**config.mk**
```make
export PLATFORM = sky130hd
export DESIGN_NAME = bin2bcd_seq
export DESIGN_NICKNAME = d
export VERILOG_FILES = /design/src/rtl/bin2bcd_seq.sv
export SDC_FILE = /design/constraint.sdc
export NUM_CORES = 1
export LEC_CHECK = 0
export CAP_MARGIN = 40
export CORE_UTILIZATION = 28
export DETAILED_ROUTE_END_ITERATION = 8
export HOLD_SLACK_MARGIN = 0.06
export PLACE_DENSITY = 0.59
export SETUP_SLACK_MARGIN = 0.4
export SYNTH_ARGS = -nofsm -noshare
export SYNTH_HDL_FRONTEND = slang
export SYNTH_SLANG_ARGS = --single-unit
```
**constraint.sdc**
```tcl
create_clock -name clk -period 1.56 [get_ports clk]
set_clock_uncertainty 0.1 [all_clocks]
set_input_delay 0.312 -clock clk [delete_from_list [all_inputs] [get_ports clk]]
set_output_delay 0.312 -clock clk [all_outputs]
set_load 0.02 [all_outputs]
```
**src/rtl/bin2bcd_seq.sv**
```systemverilog
// Sequential binary-to-BCD converter (shift-and-add-3, one operand bit per clock)
// with a start/busy/done handshake and an overflow flag for results that do not
// fit in NDIGITS digits.
// Optional feature: define SIGNED_MODE_EN to treat bin_in as two's complement;
// the magnitude is converted and the operand sign is reported on sign_out.
module bin2bcd_seq #(
  parameter int unsigned DWIDTH  = 8,
  parameter int unsigned NDIGITS = 3
) (
  input  logic                   clk,
  input  logic                   rst_n,
  input  logic                   start,
  input  logic [DWIDTH-1:0]      bin_in,
  output logic                   busy,
  output logic                   done,
  output logic [4*NDIGITS-1:0]   bcd_out,
  output logic                   overflow,
  output logic                   sign_out
);

  localparam int unsigned BW = 4 * NDIGITS;
  localparam int unsigned CW = $clog2(DWIDTH + 1);

  typedef enum logic [1:0] {IDLE, SHIFT, DONE} state_t;

  state_t            r_state;
  logic [DWIDTH-1:0] r_shift;
  logic [BW-1:0]     r_acc;
  logic              r_ovf;
  logic [CW-1:0]     r_cnt;
  logic              r_busy;
  logic              r_done;
  logic [BW-1:0]     r_bcd;
  logic              r_ovf_out;

  logic [BW-1:0]     w_adj;
  logic [BW-1:0]     w_acc_next;
  logic              w_carry;
  logic [DWIDTH-1:0] w_mag;
  logic              w_accept;
  logic              w_last;

  assign w_accept = start && ((r_state == IDLE) || (r_state == DONE));
  assign w_last   = (r_state == SHIFT) && (r_cnt == CW'(1));

`ifdef SIGNED_MODE_EN
  // Magnitude of a two's complement operand; the most negative value maps to
  // 2^(DWIDTH-1), which still fits in DWIDTH unsigned bits.
  assign w_mag = bin_in[DWIDTH-1] ? (~bin_in + DWIDTH'(1)) : bin_in;
`else
  assign w_mag = bin_in;
`endif

  // Add 3 to every digit that is 5 or more; digits are independent (no carry).
  always_comb begin
    w_adj = r_acc;
    for (int unsigned i = 0; i < NDIGITS; i++) begin
      if (r_acc[4*i +: 4] >= 4'd5) begin
        w_adj[4*i +: 4] = r_acc[4*i +: 4] + 4'd3;
      end
    end
  end

  // Shift the next operand bit into the digit chain; the top bit falls out.
  assign w_acc_next = {w_adj[BW-2:0], r_shift[DWIDTH-1]};
  assign w_carry    = w_adj[BW-1];

  // Control FSM, datapath registers and registered result outputs.
  always_ff @(posedge clk or negedge rst_n) begin
    if (!rst_n) begin
      r_state   <= IDLE;
      r_shift   <= '0;
      r_acc     <= '0;
      r_ovf     <= 1'b0;
      r_cnt     <= '0;
      r_busy    <= 1'b0;
      r_done    <= 1'b0;
      r_bcd     <= '0;
      r_ovf_out <= 1'b0;
    end else begin
      case (r_state)
        IDLE, DONE: begin
          r_done <= 1'b0;
          if (start) begin
            r_shift <= w_mag;
            r_acc   <= '0;
            r_ovf   <= 1'b0;
            r_cnt   <= CW'(DWIDTH);
            r_busy  <= 1'b1;
            r_state <= SHIFT;
          end else begin
            r_state <= IDLE;
          end
        end
        SHIFT: begin
          r_shift <= {r_shift[DWIDTH-2:0], 1'b0};
          r_acc   <= w_acc_next;
          r_ovf   <= r_ovf | w_carry;
          r_cnt   <= r_cnt - CW'(1);
          if (r_cnt == CW'(1)) begin
            r_bcd     <= w_acc_next;
            r_ovf_out <= r_ovf | w_carry;
            r_busy    <= 1'b0;
            r_done    <= 1'b1;
            r_state   <= DONE;
          end
        end
        default: begin
          r_busy  <= 1'b0;
          r_done  <= 1'b0;
          r_state <= IDLE;
        end
      endcase
    end
  end

  assign busy     = r_busy;
  assign done     = r_done;
  assign bcd_out  = r_bcd;
  assign overflow = r_ovf_out;

`ifdef SIGNED_MODE_EN
  logic r_sign_pend;
  logic r_sign_out;

  // Capture operand sign on accept; publish it together with the result.
  always_ff @(posedge clk or negedge rst_n) begin
    if (!rst_n) begin
      r_sign_pend <= 1'b0;
      r_sign_out  <= 1'b0;
    end else begin
      if (w_accept) begin
        r_sign_pend <= bin_in[DWIDTH-1];
      end
      if (w_last) begin
        r_sign_out <= r_sign_pend;
      end
    end
  end

  assign sign_out = r_sign_out;
`else
  assign sign_out = 1'b0;
`endif

endmodule

```
==> results of run 1 <==
-- through the flow --
stage,total power [mW],hold WS [ns],worst slack [ns],setup TNS [ns]
after global placement,5.01,0.208,-0.129,-1.43
after CTS,7.02,0.400,0.00755,0
after floorplan,4.14,-0.0836,0.0230,0
after detailed placement,5.08,0.208,-0.155,-2.03
final,7.61,0.402,0.00588,0
after global routing,8.08,0.425,-0.0607,-0.360
-- metal layers --
| layer | up-vias | track usage |
|---|---|---|
| met2 | 30 | 0.245 |
| met1 | 816 | 0.182 |
| met5 | - | 0 |
| met3 | 6 | 0.0284 |
| met4 | 0 | 0.0581 |
| li1 | 806 | - |
-- power breakdown --
| part | total [mW] | internal [mW] | switching (mW) |
|---|---|---|---|
| combinational | 4.63 | 2.58 | 2.05 |
| clock | 0.870 | 0.479 | 0.390 |
| sequential | 2.10 | 1.58 | 0.521 |
-- final timing paths --
path,endpoint,cells after the start
worst min-delay path,bcd_out[8],3
min in group clk,r_shift[6],2
max in group asynchronous,r_state[0],3
worst max register to register,bcd_out[10],6
worst max-delay path,bcd_out[10],6
worst min register to register,r_shift[6],2
-- cell usage after synthesis (all sizes together), types with 5 or more instances --
cell    count  area [um2]
nor3b       7        63.8
a22o        7        61.3
ha          8         100
mux2        6        90.1
a22oi       7        52.6
nor2        5        26.3
nand2b      5        38.8
o21ai      20         100
a21oi       9        71.3
buf         7        58.8
nand2      31         124
inv         9        33.8
dfrtp      42        1050
-- timing repair --
action,in CTS,in global routing
gates resized for setup,126,39
buffers inserted,24,10
setup endpoints to repair,57,57
hold buffers,1,0
pin swaps,15,17
cloned,3,1
hold endpoints to repair,42,0
-- layout by cell type (no fill, tap or decap), types with 2 or more instances in the layout --
cell,synthesis,routed
a21oi_1,6,3
a21oi_2,1,3
a21oi_4,2,3
a22o_1,7,7
a22oi_2,0,7
buf_12,0,2
buf_4,2,41
buf_6,3,24
clkbuf_1,1,2
clkbuf_16,0,2
clkbuf_8,0,5
clkdlybuf4s50_1,0,9
dfrtp_1,42,40
dfrtp_2,0,2
ha_2,0,2
ha_4,0,6
inv_1,9,2
inv_2,0,7
mux2_4,6,6
mux2i_2,0,3
nand2_1,30,18
nand2_2,0,8
nand2_4,1,5
nand2b_4,0,4
nand3_1,4,4
nor2_1,4,2
nor2_2,0,2
nor3_1,4,2
nor3_2,0,2
nor3b_1,6,3
nor3b_4,1,3
o21ai_1,17,12
o21ai_2,0,8
xnor2_1,3,2
-- kinds of logic (layout without fill, tap and decap cells) --
kind of cell,count (synthesis),after routing
other cells,1,1
compound gates,47,47
fa+ha+maj,8,8
flops,42,42
simple gates,58,58
buf+inv,18,99
mux,9,9
xor+xnor,3,3
-- final cells by class --
| cell class | count | area (um2) | share of cell area |
|---|---|---|---|
| Clock buffer | 7 | 76.3 | 0.0229 |
| Timing Repair Buffer | 81 | 788 | 0.237 |
| Sequential cell | 42 | 1050 | 0.316 |
| Inverter | 10 | 50.0 | 0.0150 |
| Multi-Input combinational cell | 126 | 1210 | 0.364 |
| Clock inverter | 1 | 30.0 | 0.00902 |
| Tap cell | 96 | 120 | 0.0361 |
-- worst max-delay path, delay by kind of cell, from the launching register on --
family | cells | cell delay (ns)
buffers and inverters | 2 | 0.18
flip-flops | 1 | 0.39
AND/OR/NAND/NOR | 2 | 0.35
adder cells (fa/ha/maj) | 1 | 0.11
multiplexers | 1 | 0.30
-- sequential cells by signal, indices dropped and copies added (netlist names) --
register  flops
overflow      1
r_state       2
r_ovf         1
r_shift       8
r_acc        12
bcd_out      12
busy          1
r_cnt         4
done          1
==> flow_summary_export.csv, run 1 <==
group,metric,value,unit
final_layout,instances_no_fill,363,
global_routing,antenna_found_initial,0,
setup_path,arrival,1.64,ns
clock_network,cts_buffers,5,
clock_network,clock_insertion_delay_worst_skew,0.30,ns
clock_network,clock_edge_transition_at_the_registers_on_the_reported_setup_and_hold_paths,0.08,ns
setup_path,crit_path_max_incr_delay,0.39,ns
final_layout,finish.net_count,285,
global_routing,grt_pass1_vias,1683,
drt,ant_nets,0,
final_layout,fillers,666,
setup_path,critPathLaunch,"r_cnt[1]",
place,portbufs,25,
pwr,p_leak,1.50,nW
floorplanning,die_w,87.3,um
yosys,yosys_warnings,0,
global_routing,global_route_wire_length_before_repair,8250,um
setup_path,critical-path-slowest-cell,"dfrtp_1",
floorplanning,floorplan.die.height,87.3,um
global_routing,grt_overflow_total,0,
yosys,post_synth_arst_share,1.00,
yosys,synthFlopType,"dfrtp_1",
yosys,yosys.area_share.simple,0.152,
drt,met3_length,144,um
yosys,yosysUniqueCellTypes,35,
yosys,synth.cell_area,2040,um2
yosys,synth-edff-count,0,
yosys,post_synth_mux_area_share,0.0589,
sta,min_period_over_period,0.996,
place,dp.final_hpwl,2840,um
sta,rsz_0062_raised_after_global_routing,"true",
floorplanning,row_count,30,
drt,drc,0,
drt,m1WireLength,2370,um
setup_path,regToRegStartpoint,"r_cnt[1]",
setup_path,setup.worst_path.end_class,"flip-flop",
drt,detail_route.wl_per_cell,14.4,um
run_status,status,"finished clean",
job,maxCapViolations,0,
setup_path,crit_fanout,7,
final_layout,antenna_cells_inserted,0,
clock_network,clock-root-buffer,"clkbuf_8",
yosys,postSynthRegisterBits,42,
setup_path,startpoint_type,"flip-flop",
clock_network,clockBufferDepth,2,
drt,drtPass1Iterations,4,
yosys,postSynthCellCount,186,
clock_network,clkSinkCount,42,
sta,slew_violations,0,
floorplanning,floorplan.core_area,6910,um2
setup_path,regToRegSetupSlack,0.006,ns
sta,fmax,0.643,GHz
setup_path,timing_worst_setup_path_type,"reg2reg",
yosys,syn_area_per_cell,11.0,um2
sta,setup_viol,0,
clock_network,cts.htree.levels,2,
yosys,synth_fa_ha_area_frac,0.0491,
drt,post_drt_via_cell_ratio,4.57,
global_routing,grt_start_max_net_pins,43,
final_layout,area_delta_synth_final,63.4,%
final_layout,postLayoutCoreUtil,0.482,
clock_network,tritoncts,"done",
yosys,synthesis.nets,205,
yosys,complex_gate_fraction_of_the_synthesized_area,0.158,
final_layout,post_route_design_area,3330,um2
place,numPlacedInstances,316,
floorplanning,floorplan.initialDensity,0.295,
place,dpl_cell_area,2580,um2
pwr,peakVddDrop,0.000932,V
setup_path,timing.critical_path.cells,"inv_2, ha_4, nor3b_4, nand2_4, clkinv_8, mux2_4",
yosys,synth_sequential_area_ratio,0.516,
final_layout,drive_above_1_share,0.588,
sta,finalHoldViolCount,0,
pwr,p_per_area,2280,nW/um2
drt,wl,5230,um
floorplanning,die-area,7620,um2
global_routing,global_route.usage.total,0.145,
sta,period_minus_slack,1.55,ns
drt,routed-via-count,1658,
place,routabilityCongestion,0.720,
min_path,timing.hold.worst.class,"in2async",
floorplanning,top_level_ports,27,
yosys,xor_xnor_share_of_the_synthesized_area,0.0129,
setup_path,cp.required,1.65,ns
drt,topRoutingLayerUsed,"met4",
yosys,synth_top_family_by_area,"compound AO/OA/AOI/OAI gates",
drt,initialDrtViolationCount,79,
drt,detailroute.wirelength.met2,2640,um
Power figures use the tool's default switching activity.
==> run 2: changes to the inputs <==
--- a/config.mk
+++ b/config.mk
@@ -8,6 +8,7 @@
 export CAP_MARGIN = 40
 export CORE_UTILIZATION = 28
 export DETAILED_ROUTE_END_ITERATION = 8
+export GPL_ROUTABILITY_DRIVEN = 0
 export HOLD_SLACK_MARGIN = 0.06
 export PLACE_DENSITY = 0.59
 export SETUP_SLACK_MARGIN = 0.4
==> results of run 2 <==
Same layout as run 1: the final DEF is identical, and so are final timing and power.
==> run 3: changes to the inputs <==
--- a/config.mk
+++ b/config.mk
@@ -8,7 +8,6 @@
 export CAP_MARGIN = 40
 export CORE_UTILIZATION = 28
 export DETAILED_ROUTE_END_ITERATION = 8
-export GPL_ROUTABILITY_DRIVEN = 0
 export HOLD_SLACK_MARGIN = 0.06
 export PLACE_DENSITY = 0.59
 export SETUP_SLACK_MARGIN = 0.4
==> results of run 3 <==
Same layout as run 1: the final DEF is identical, and so are final timing and power.
